--- config.mk ---
export PLATFORM = sky130hd
export DESIGN_NAME = game_flow_fsm
export DESIGN_NICKNAME = d
export VERILOG_FILES = /design/src/rtl/game_flow_fsm.sv
export SDC_FILE = /design/constraint.sdc
export NUM_CORES = 1
export LEC_CHECK = 0
export BUFFER_PORTS_ARGS = -buffer_cell sky130_fd_sc_hd__buf_2
export CORE_MARGIN = 5
export CORE_UTILIZATION = 45
export CTS_CLUSTER_DIAMETER = 40
export DETAILED_ROUTE_END_ITERATION = 16
export HOLD_SLACK_MARGIN = 0.12
export PLACE_DENSITY = 0.73
export SLEW_MARGIN = 20
export SYNTH_ARGS = -nofsm -noshare
export SYNTH_HDL_FRONTEND = slang
export SYNTH_SLANG_ARGS = --single-unit
--- constraint.sdc ---
create_clock -name clk -period 5 [get_ports clk]
set_input_delay 0.25 -clock clk [delete_from_list [all_inputs] [get_ports clk]]
set_output_delay 0.25 -clock clk [all_outputs]
set_load 0.02 [all_outputs]
--- src/rtl/game_flow_fsm.sv ---
// rtl/game_flow_fsm.sv - game flow state machine: start screen, intro, rounds, pause, game over
module game_flow_fsm #(
    parameter int NUM_ROUNDS       = 3,
    parameter int INTRO_CYCLES     = 65_000_000,
    parameter int ROUND_END_CYCLES = 32_500_000,
    parameter int LOCKOUT_CYCLES   = 32_500_000,
    parameter int BTN_XPOS         = 400,
    parameter int BTN_YPOS         = 300,
    parameter int BTN_W            = 224,
    parameter int BTN_H            = 32
) (
    input  logic                            clk,
    input  logic                            rst_n,
    input  logic                            left_mouse,
    input  logic                            right_mouse,
    input  logic [11:0]                     mouse_xpos,
    input  logic [11:0]                     mouse_ypos,
    input  logic                            round_done,
    input  logic                            game_lost,
    output logic                            start_screen_enable,
    output logic                            intro_enable,
    output logic                            game_enable,
    output logic                            paused,
    output logic                            game_end_enable,
    output logic                            round_start,
    output logic [$clog2(NUM_ROUNDS+1)-1:0] round_idx,
    output logic                            game_won
);

    localparam int RW    = $clog2(NUM_ROUNDS + 1);
    localparam int MAX_A = (INTRO_CYCLES > ROUND_END_CYCLES) ? INTRO_CYCLES : ROUND_END_CYCLES;
    localparam int MAXC  = (MAX_A > LOCKOUT_CYCLES) ? MAX_A : LOCKOUT_CYCLES;
    localparam int CW    = ($clog2(MAXC) < 1) ? 1 : $clog2(MAXC);

    // Counters are loaded with length-1 so each timed state lasts exactly its length.
    localparam logic [CW-1:0] INTRO_LOAD = CW'(INTRO_CYCLES - 1);
    localparam logic [CW-1:0] RE_LOAD    = CW'(ROUND_END_CYCLES - 1);
    localparam logic [CW-1:0] LOCK_LOAD  = CW'(LOCKOUT_CYCLES - 1);
    localparam logic [RW-1:0] LAST_ROUND = RW'(NUM_ROUNDS - 1);

    // Button bounds in 13 bits so edge + size never wraps.
    localparam logic [12:0] X_LO = 13'(BTN_XPOS);
    localparam logic [12:0] X_HI = 13'(BTN_XPOS + BTN_W);
    localparam logic [12:0] Y_LO = 13'(BTN_YPOS);
    localparam logic [12:0] Y_HI = 13'(BTN_YPOS + BTN_H);

    typedef enum logic [2:0] {
        START     = 3'd0,
        INTRO     = 3'd1,
        RUNNING   = 3'd2,
        PAUSED    = 3'd3,
        ROUND_END = 3'd4,
        GAME_OVER = 3'd5
    } state_t;

    // Enable vector order: {start, intro, game, paused, game_end}.
    // ROUND_END keeps the game scene up, so it shares game_enable.
    function automatic logic [4:0] enables_for(input state_t s);
        case (s)
            INTRO:     return 5'b01000;
            RUNNING:   return 5'b00100;
            PAUSED:    return 5'b00010;
            ROUND_END: return 5'b00100;
            GAME_OVER: return 5'b00001;
            default:   return 5'b10000;
        endcase
    endfunction

    state_t        state;
    logic [4:0]    en_q;
    logic [CW-1:0] cnt;
    logic          armed;
    logic          left_prev;
    logic          right_prev;

    logic          lclick;
    logic          rclick;
    logic          hit;
    logic [12:0]   x13;
    logic [12:0]   y13;

    assign lclick = left_mouse & ~left_prev;
    assign rclick = right_mouse & ~right_prev;
    assign x13    = {1'b0, mouse_xpos};
    assign y13    = {1'b0, mouse_ypos};
    assign hit    = (x13 >= X_LO) && (x13 < X_HI) && (y13 >= Y_LO) && (y13 < Y_HI);

    assign {start_screen_enable, intro_enable, game_enable, paused, game_end_enable} = en_q;

    // Single registered FSM: state, outputs, shared counter and click edge history.
    always_ff @(posedge clk) begin
        if (!rst_n) begin
            state       <= START;
            en_q        <= 5'b10000;
            round_start <= 1'b0;
            round_idx   <= '0;
            game_won    <= 1'b0;
            cnt         <= '0;
            armed       <= 1'b0;
            left_prev   <= 1'b1;
            right_prev  <= 1'b1;
        end else begin
            left_prev   <= left_mouse;
            right_prev  <= right_mouse;
            round_start <= 1'b0;
            case (state)
                START: begin
                    if (lclick && hit) begin
                        state     <= INTRO;
                        en_q      <= enables_for(INTRO);
                        round_idx <= '0;
                        game_won  <= 1'b0;
                        cnt       <= INTRO_LOAD;
                    end
                end
                INTRO: begin
                    if (cnt == '0) begin
                        state       <= RUNNING;
                        en_q        <= enables_for(RUNNING);
                        round_start <= 1'b1;
                    end else begin
                        cnt <= cnt - CW'(1);
                    end
                end
                RUNNING: begin
                    if (game_lost || (round_done && round_idx == LAST_ROUND)) begin
                        state    <= GAME_OVER;
                        en_q     <= enables_for(GAME_OVER);
                        game_won <= ~game_lost;
                        cnt      <= LOCK_LOAD;
                        armed    <= 1'b0;
                    end else if (round_done) begin
                        state <= ROUND_END;
                        en_q  <= enables_for(ROUND_END);
                        cnt   <= RE_LOAD;
                    end else if (rclick) begin
                        state <= PAUSED;
                        en_q  <= enables_for(PAUSED);
                    end
                end
                PAUSED: begin
                    if (rclick) begin
                        state <= RUNNING;
                        en_q  <= enables_for(RUNNING);
                    end
                end
                ROUND_END: begin
                    if (cnt == '0) begin
                        state     <= INTRO;
                        en_q      <= enables_for(INTRO);
                        round_idx <= round_idx + RW'(1);
                        cnt       <= INTRO_LOAD;
                    end else begin
                        cnt <= cnt - CW'(1);
                    end
                end
                GAME_OVER: begin
                    // armed goes high at the end of the last lockout cycle.
                    if (armed && lclick) begin
                        state <= START;
                        en_q  <= enables_for(START);
                    end else if (cnt == '0) begin
                        armed <= 1'b1;
                    end else begin
                        cnt <= cnt - CW'(1);
                    end
                end
                default: begin
                    state     <= START;
                    en_q      <= enables_for(START);
                    round_idx <= '0;
                    game_won  <= 1'b0;
                    cnt       <= '0;
                    armed     <= 1'b0;
                end
            endcase
        end
    end

endmodule

==> results of run 1 <==
-- sequential cells by signal, summed over array words and instances, names as in the netlist --
name         cells
round_start      1
left_prev        1
right_prev       1
game_won         1
state            3
round_idx        2
en_q             5
cnt             26
armed            1
-- worst max-delay path by stage --
stage,to,slack [ps]
floorplan,cnt[10],2740
global placement,cnt[8],2250
detailed placement,cnt[13],2210
CTS,cnt[8],2190
global route,cnt[8],1980
finish,cnt[8],2130
-- kinds of logic (layout without fill, tap and decap cells) --
family	Yosys count	in the layout	share of synthesized area
simple gates	157	157	0.3361
compound gates	108	108	0.2740
mux	5	5	0.01923
buf+inv	29	49	0.04567
flops	41	41	0.3154
fa+ha+maj	2	2	0.009614
-- cell usage in the layout, fill, tap and decap left out, types with 3 or more instances in the layout --
| cell type | n |
|---|---|
| mux2i_1 | 5 |
| a31oi_1 | 10 |
| a21o_1 | 3 |
| and3_1 | 4 |
| nor2_1 | 28 |
| o211ai_1 | 4 |
| nor2b_1 | 5 |
| a21boi_1 | 4 |
| clkbuf_8 | 5 |
| dfxtp_1 | 41 |
| nor3_1 | 13 |
| or2_2 | 4 |
| o31a_1 | 3 |
| nand2_1 | 34 |
| nand3_1 | 14 |
| or3_1 | 4 |
| o31ai_1 | 4 |
| buf_2 | 32 |
| nand4_1 | 7 |
| o21ai_0 | 28 |
| o21a_1 | 3 |
| or4_1 | 7 |
| inv_1 | 6 |
| nor3b_1 | 6 |
| nand4b_1 | 3 |
| a32o_1 | 5 |
| a21oi_1 | 23 |
| nor4_1 | 7 |
| o311a_1 | 3 |
| nand2b_1 | 3 |
-- metal layers --
layer / up-vias / wire, µm
li1: 1342 / -
met1: 1317 / 3288
met2: 145 / 3383
met3: 15 / 618
met4: 0 / 144
met5: - / 0
-- critical path: cells and delay by family, from the launching register on --
kind / cells / cell delay (ps)
AO/OA/AOI/OAI: 1 / 230
flip-flops: 1 / 710
AND/OR/NAND/NOR: 5 / 1610
buffers and inverters: 1 / 210
-- per-stage QoR --
step / power [mW] / utilization / cell area (µm²)
after CTS: 0.6785 / 0.5143 / 2867
after global routing: 0.7131 / 0.5143 / 2867
final: 0.6784 / 0.5143 / 2867
after detailed placement: 0.4575 / 0.4988 / 2780
after global placement: 0.4559 / 0.4988 / 2780
after floorplan: 0.4274 / - / 2603
-- final cells by class --
cell class / instances / share of cell area
clock inverters: 3 / 0.006111
inverters: 7 / 0.009166
clock buffers: 5 / 0.02401
repair buffers: 34 / 0.06111
well taps: 72 / 0.03143
flip-flops and latches: 41 / 0.2863
multi-input cells: 272 / 0.5818
-- power by group through the flow --
stage | combinational, mW | clock (mW) | sequential [mW]
2_1_floorplan | 0.0848 | 0 | 0.343
3_5_place_dp | 0.114 | 0 | 0.344
3_3_place_gp | 0.112 | 0 | 0.344
5_1_grt | 0.132 | 0.244 | 0.337
6_report | 0.118 | 0.224 | 0.336
4_1_cts | 0.115 | 0.227 | 0.336
==> impl_metrics.csv, run 1 <==
group,metric,value,unit
drt,vias,2819,
setup_path,reg2regPathDepth,7,
floorplan,num_rows,27,
synth,async_flop_share,0,
clock_tree,cts_resized,0,
placed_design,dpl.cell_count,426,
clock_tree,cts_setup_buffers,0,
synth,synth_area,0.002602,mm²
synth,synth_cell_types,64,
cells_and_area,layout-drive-gt1-share,0.1602,
power_and_ir_drop,pwr-share-seq,0.496,
floorplan,io_pins,39,
min_path,min_to,"right_prev",
power_and_ir_drop,vdd_drop_max,0.1982,mV
setup_path,rr_endpoint,"cnt[8]",
drt,wirelength,7434,µm
grt,grt_max_degree,54,
outcome,run_status,"finished clean",
clock_tree,clk_latency,300,ps
setup_path,crit_arrival,3070,ps
synth,syn_inst,342,
power_and_ir_drop,pwr_density_cell,236.7,mW/mm²
clock_tree,clockBufferDepth,2,
drt,antenna_left,0,
cells_and_area,stdcell_count,434,
min_path,hold_depth,2,
cells_and_area,fin_nets,393,
setup_path,crit_path_top_delay_cell,"dfxtp_1",
timing,grt_setup_unrepaired,"false",
timing,period_share,0.5745,
setup_path,crit_chain,"or3b_2 -> nor4_2 -> and3_1 -> nor3_2 -> buf_4 -> and3_1 -> a32o_1",
setup_path,worst_r2r_startpoint,"state[0]",
power_and_ir_drop,power.share.combinational,0.174,
setup_path,startpoint,"state[0]",
synth,ys_seq_area_frac,0.3154,
synth,syn_area_per_cell,7.610,µm²
clock_tree,htreeDepth,2,
min_path,min_path_type,"primary input to register",
power_and_ir_drop,switchingPower,207.0,µW
grt,top_usage_layer,"met2",
cells_and_area,multi_input_area,0.001668,mm²
grt,grt_pass1_vias,2625,
cells_and_area,syn_to_final_growth,10.14,%
floorplan,die_height,86.05,µm
timing,period_needed,2872,ps
grt,antenna_found_initial,0,
synth,ys_ff_latch,41,
grt,grt_usage,0.2083,
synth,ys.flop_type,"dfxtp_1",
job,drv_cap,0,
timing,slew_viol_final,0,
drt,first_iter_violations,434,
setup_path,cp-start-kind,"register",
setup_path,crit_path_max_incr_delay,710,ps
timing,hold_slack,129.1,ps
placed_design,place.gp.congestion,0.9471,
clock_tree,clk_pin_slew,90,ps
grt,grt_pass1_wl,12700,µm
timing,setup_viol,0,
drt,drc,0,
synth,yosys.area.top_type,"dfxtp_1",
timing,fmax,348.1,MHz
power_and_ir_drop,p_int,471.5,µW
floorplan,dieWidth,86.05,µm
cells_and_area,antenna_cells,0,
power_and_ir_drop,sw_frac_of_total,0.3051,
setup_path,worstPathMaxFanout,20,
synth,synth_area_leaders,"dfxtp_1 (32%), o21ai_0 (5.4%), nand2_1 (4.9%)",
drt,vias_per_cell,6.495,
power_and_ir_drop,p_clk_frac,0.330,
cells_and_area,seqCellArea,820.8,µm²
placed_design,numPortBuffers,32,
setup_path,crit_type,"register to register",
timing,tightestPinTransition,1031,ps
drt,first_pass_iters,5,
setup_path,critPathRequiredTime,5200,ps
drt,routedWlPerCell,17.13,µm
synth,yosys-top-cells-count,"dfxtp_1 (41), nand2_1 (34), nor2_1 (28), o21ai_0 (28), a21oi_1 (23)",
grt,met2_usage,0.3181,
grt,grt_overflow,0,
power_and_ir_drop,p_leak,1.132,nW
timing,fin_tns_setup,0,ps
clock_tree,cts_tree,"done",
clock_tree,hold_buffers,0,
timing,skew,6.174,ps
synth,synthDominantCellAreaShare,0.3154,
timing,setup_ws,2128,ps
clock_tree,cts_buffers,5,
grt,use_met1,0.2824,
synth,syn_nets,374,
setup_path,r2r_setup_slack,2130,ps
placed_design,place_ws,2209,ps
floorplan,die-area,0.007405,mm²
clock_tree,cts.sinks,41,
synth,synth_edf_count,0,
floorplan,coreArea,0.005574,mm²
timing,hold_viol,0,
grt,use_met3,0.04131,
timing,max_slew_margin,0.3097,
setup_path,end_kind,"register",
clock_tree,ctsRootBufferMaster,"clkbuf_8",
floorplan,initial_core_util,0.4669,
synth,synth.most_common_cell,"dfxtp_1",
placed_design,place_hpwl,5093,µm
setup_path,crit_top_cell,"and3_1",
cells_and_area,fillCellCount,545,
synth,yosys_warnings,0,
min_path,hp-start,"right_mouse",
Note: power is estimated with default switching activity, not from simulation.
==> run 2, diff against run 1 <==
==> constraint.sdc (replaced) <==
create_clock -name clk -period 2.8 [get_ports clk]
set_input_delay 0.14 -clock clk [delete_from_list [all_inputs] [get_ports clk]]
set_output_delay 0.14 -clock clk [all_outputs]
set_load 0.02 [all_outputs]
==> run 2 against run 1 <==
  * Sequential cell count stayed put
  * Non-clock buffer count is 14 higher
  * Register-to-register slack lost 1900 ps
  * Hold slack better by 78 ps
==> impl_metrics.csv, run 2 (same netlist as run 1, synthesis figures left out) <==
group,metric,value,unit
floorplan,dieWidth,86.05,µm
placed_design,numPortBuffers,32,
floorplan,coreArea,0.005574,mm²
cells_and_area,fillCellCount,538,
drt,first_iter_violations,419,
timing,fin_tns_setup,0,ps
grt,grt_pass1_vias,2599,
placed_design,place.gp.congestion,0.9158,
outcome,run_status,"finished clean",
timing,setup_ws,247.6,ps
placed_design,place_ws,208.0,ps
clock_tree,clk_latency,300,ps
cells_and_area,final_common_cell,"dfxtp_1",
cells_and_area,reg_top3,"cnt x26, en_q x5, state x3",
drt,routedWlPerCell,16.39,µm
drt,antenna_left,0,
power_and_ir_drop,p_leak,1.207,nW
power_and_ir_drop,sw_frac_of_total,0.2775,
clock_tree,cts_setup_buffers,0,
power_and_ir_drop,finalPower,1.246,mW
min_path,min_path_type,"primary input to register",
timing,max_slew_margin,0.4968,
cells_and_area,largest_reg_flops,26,
floorplan,initial_core_util,0.4669,
floorplan,num_rows,27,
power_and_ir_drop,pwr_density_cell,415.0,mW/mm²
timing,slew_viol_final,0,
timing,hold_viol,0,
job,drv_cap,0,
placed_design,place_hpwl,5250,µm
cells_and_area,syn_to_final_growth,15.34,%
grt,antenna_found_initial,0,
floorplan,io_pins,39,
cells_and_area,antenna_cells,0,
timing,period_share,0.9116,
timing,fmax,391.8,MHz
grt,grt_overflow,0,
floorplan,die_height,86.05,µm
timing,setup_viol,0,
cells_and_area,layout_common_cells,"dfxtp_1 (41), nand2_1 (34), buf_2 (32), nor2_1 (28), o21ai_0 (28)",
power_and_ir_drop,p_clk_frac,0.343,
drt,vias_per_cell,6.357,
clock_tree,clockBufferDepth,2,
grt,grt_max_degree,38,
timing,grt_setup_unrepaired,"false",
grt,grt_pass1_wl,12450,µm
timing,skew,8.351,ps
drt,first_pass_iters,6,
power_and_ir_drop,p_int,900.1,µW
power_and_ir_drop,pwr-share-seq,0.483,
power_and_ir_drop,power.share.combinational,0.174,
cells_and_area,fin_util,0.5385,
setup_path,worstPathMaxFanout,14,
clock_tree,clk_pin_slew,80,ps
clock_tree,cts.sinks,41,
timing,period_needed,2552,ps
cells_and_area,fin_nets,407,
cells_and_area,layout-drive-gt1-share,0.1888,
clock_tree,htreeDepth,2,
cells_and_area,regMostFlops,"cnt",
timing,tightestPinTransition,745.1,ps
clock_tree,cts_buffers,5,
drt,wirelength,7341,µm
clock_tree,ctsRootBufferMaster,"clkbuf_8",
setup_path,end_kind,"register",
setup_path,crit_arrival,2740,ps
drt,vias,2848,
grt,grt_usage,0.2031,
setup_path,critPathRequiredTime,2990,ps
clock_tree,cts_tree,"done",
power_and_ir_drop,switchingPower,345.6,µW
power_and_ir_drop,vdd_drop_max,0.3625,mV
setup_path,crit_type,"register to register",
setup_path,cp-start-kind,"register",
floorplan,die-area,0.007405,mm²
drt,drc,0,
-- run 2: area by class of cell --
cell class / count / area, µm² / area share
multi-input cells: 272 / 1678 / 0.5590
inverters: 7 / 26.28 / 0.008754
well taps: 72 / 90.09 / 0.03001
clock buffers: 7 / 96.34 / 0.03210
clock inverters: 1 / 5.005 / 0.001667
flip-flops and latches: 41 / 820.8 / 0.2734
repair buffers: 48 / 285.3 / 0.09504
-- run 2: per-layer routing --
metal	vias up	GRT usage	part of all wire
met5	-	0	0
met4	0	0.06619	0.018
met3	12	0.03266	0.071
met2	123	0.3217	0.46
met1	1341	0.2801	0.46
li1	1372	-	-
-- run 2: critical path: stages, from the launching register on --
cell and delay, ps:
dfxtp_1 550, buf_4 240, or3b_2 470, a21oi_1 210, o41a_1 330, nor3_4 140
and3_1 260, a32o_1 240
-- run 2: final timing paths --
check	start	endpoint	slack [ps]	cells after the start
max	state[1]	cnt[21]	250	7
min	round_done	state[1]	210	3
max reg2reg	state[1]	cnt[21]	250	7
min reg2reg	en_q[4]	en_q[4]	450	1
-- run 2: what timing repair did --
item	CTS	global route
hold endpoints to repair	2	0
hold buffers	2	0
setup endpoints to repair	0	6
resized for setup	0	2
-- run 2: power groups by stage --
stage	registers [mW]	clock network [mW]	logic, mW
2_1_floorplan	0.612	0	0.151
3_3_place_gp	0.614	0	0.207
3_5_place_dp	0.614	0	0.209
4_1_cts	0.601	0.436	0.212
5_1_grt	0.603	0.465	0.240
6_report	0.601	0.428	0.217
-- run 2: per-stage QoR --
step	instance area [µm²]	hold WS (ps)	cells
3_5_place_dp	2870	344.9	438
4_1_cts	2992	198.0	448
6_report	3002	207.1	448
2_1_floorplan	2603	241.5	342
5_1_grt	3002	215.4	448
3_3_place_gp	2870	331.1	438
==> run 3, diff against run 2 <==
--- a/config.mk
+++ b/config.mk
@@ -12,6 +12,7 @@
 export DETAILED_ROUTE_END_ITERATION = 16
 export HOLD_SLACK_MARGIN = 0.12
 export PLACE_DENSITY = 0.73
+export SETUP_SLACK_MARGIN = 0.5
 export SLEW_MARGIN = 20
 export SYNTH_ARGS = -nofsm -noshare
 export SYNTH_HDL_FRONTEND = slang
==> run 3 against run 2 <==
  * Non-clock buffer count up 25
  * Highest routed layer unchanged
  * Clock-buffer cell count unchanged
  * Global-route usage up 1.5 points
  * Design area up 14%
  * Register-to-register slack better by 220 ps
  * Sequential power about the same
  * Sequential cell count unchanged
  * Total power up 6.4%
  * Sequential share of layout area down 2.8 points
  * Worst setup slack better by 220 ps
==> impl_metrics.csv, run 3 (same netlist as run 1, synthesis figures left out) <==
group,metric,value,unit
min_path,hold_depth,3,
setup_path,critPathRequiredTime,3000,ps
floorplan,num_rows,27,
grt,antenna_found_initial,0,
setup_path,crit_arrival,2530,ps
min_path,hp-start,"round_done",
power_and_ir_drop,switchingPower,385.9,µW
power_and_ir_drop,sw_frac_of_total,0.2910,
setup_path,worst_r2r_startpoint,"state[1]",
power_and_ir_drop,power.share.combinational,0.219,
floorplan,coreArea,0.005574,mm²
timing,hold_viol,0,
cells_and_area,seqCellArea,838.3,µm²
clock_tree,clk_latency,300,ps
placed_design,place_hpwl,5250,µm
floorplan,die_height,86.05,µm
timing,skew,8.990,ps
floorplan,die-area,0.007405,mm²
cells_and_area,fin_nets,433,
grt,grt_max_degree,38,
grt,grt_usage,0.2184,
cells_and_area,reg_top3,"cnt x26, en_q x5, state x3",
setup_path,worstPathMaxFanout,10,
power_and_ir_drop,finalPower,1.326,mW
clock_tree,htreeDepth,2,
placed_design,place.gp.congestion,0.9158,
job,drv_cap,0,
timing,max_slew_margin,0.4916,
drt,antenna_left,0,
floorplan,dieWidth,86.05,µm
cells_and_area,antenna_cells,0,
cells_and_area,largest_reg_flops,26,
setup_path,crit_type,"register to register",
drt,first_pass_iters,5,
cells_and_area,layout-drive-gt1-share,0.3333,
cells_and_area,layout_common_cells,"buf_4 (35), nand2_1 (34), dfxtp_1 (33), buf_2 (32), nor2_1 (28)",
timing,hold_slack,223.1,ps
clock_tree,cts.sinks,41,
setup_path,rr_endpoint,"cnt[21]",
timing,setup_viol,0,
cells_and_area,regMostFlops,"cnt",
timing,fmax,428.9,MHz
grt,grt_pass1_vias,2774,
timing,period_needed,2332,ps
drt,vias,3118,
clock_tree,cts_tree,"done",
clock_tree,clk_pin_slew,80,ps
cells_and_area,stdcell_count,474,
power_and_ir_drop,p_int,940.0,µW
setup_path,startpoint,"state[1]",
grt,grt_overflow,0,
drt,routedWlPerCell,18.45,µm
timing,slew_viol_final,0,
timing,tightestPinTransition,752.8,ps
power_and_ir_drop,pwr_density_cell,388.9,mW/mm²
power_and_ir_drop,p_leak,1.378,nW
placed_design,dpl.cell_count,438,
power_and_ir_drop,pwr-share-seq,0.452,
cells_and_area,syn_to_final_growth,31.01,%
power_and_ir_drop,vdd_drop_max,0.3916,mV
cells_and_area,final_common_cell,"buf_4",
floorplan,initial_core_util,0.4669,
setup_path,end_kind,"register",
clock_tree,ctsRootBufferMaster,"clkbuf_8",
timing,fin_tns_setup,0,ps
outcome,run_status,"finished clean",
power_and_ir_drop,p_clk_frac,0.329,
floorplan,io_pins,39,
drt,drc,0,
min_path,min_path_type,"primary input to register",
clock_tree,clockBufferDepth,2,
drt,wirelength,8744,µm
cells_and_area,multi_input_area,0.001842,mm²
drt,first_iter_violations,478,
grt,grt_pass1_wl,13260,µm
setup_path,cp-start-kind,"register",
clock_tree,cts_buffers,5,
placed_design,numPortBuffers,32,
cells_and_area,fillCellCount,469,
setup_path,reg2regPathDepth,10,
min_path,min_to,"state[1]",
setup_path,r2r_setup_slack,470,ps
cells_and_area,fin_util,0.6117,
drt,vias_per_cell,6.578,
timing,grt_setup_unrepaired,"true",
timing,period_share,0.8327,
-- run 3: cell count changes in the layout (fill, tap and decap cells not counted), moves of 3 or more --
cell	previous run	this run
a21oi_1	23	19
a21oi_2	0	4
and3_1	4	1
and3_4	0	3
buf_4	14	35
dfxtp_1	41	33
dfxtp_2	0	5
dfxtp_4	0	3
inv_1	6	2
inv_2	0	4
or4_1	7	2
or4_4	0	5
-- run 3: worst max-delay path by stage --
stage	to	slack [ps]
3_5_place_dp	cnt[11]	210
5_1_grt	cnt[11]	370
6_report	cnt[21]	470
4_1_cts	cnt[3]	500
2_1_floorplan	cnt[10]	540
3_3_place_gp	cnt[13]	250
-- run 3: layer usage --
| metal | global-route usage | wire length (µm) |
|---|---|---|
| met5 | 0 | 0 |
| met4 | 0.1022 | 323 |
| met3 | 0.04611 | 769 |
| met2 | 0.3420 | 4152 |
| met1 | 0.2854 | 3498 |
-- run 3: cell type report --
class                   count  share of cell area
clock buffers               7             0.02826
clock inverters             1            0.001468
inverters                   7            0.008807
multi-input cells         273              0.5402
flip-flops and latches     41              0.2459
well taps                  72             0.02642
repair buffers             73              0.1490
-- run 3: timing repair --
action                                 CTS  global route
setup endpoints to repair               34            35
gates resized for setup                 16            39
endpoints found under the hold margin    2             0
hold buffers                             2             0
pin swaps                                6            17
cloned                                   1             0
buffers inserted                         9            16
-- run 3: through the flow --
step	setup WS, ps	cell area (µm²)
6_report	468.5	3410
3_5_place_dp	208.0	2870
3_3_place_gp	245.4	2870
2_1_floorplan	537.9	2603
4_1_cts	501.4	3134
5_1_grt	372.8	3410
-- run 3: power by group through the flow --
stage / Clock, mW / Combinational (mW) / Sequential [mW]
after floorplan: 0 / 0.151 / 0.612
after global placement: 0 / 0.207 / 0.614
after detailed placement: 0 / 0.209 / 0.614
after CTS: 0.436 / 0.235 / 0.600
after global routing: 0.469 / 0.313 / 0.601
final: 0.436 / 0.290 / 0.600
-- run 3: worst max-delay path: stages (launching register included) --
cell and delay [ps]:
dfxtp_4 370, buf_6 130, or3b_2 480, a21oi_2 180, o41a_1 190, buf_6 140, buf_12 110, nor3_4 40
buf_4 160, and3_4 190, a32o_1 220
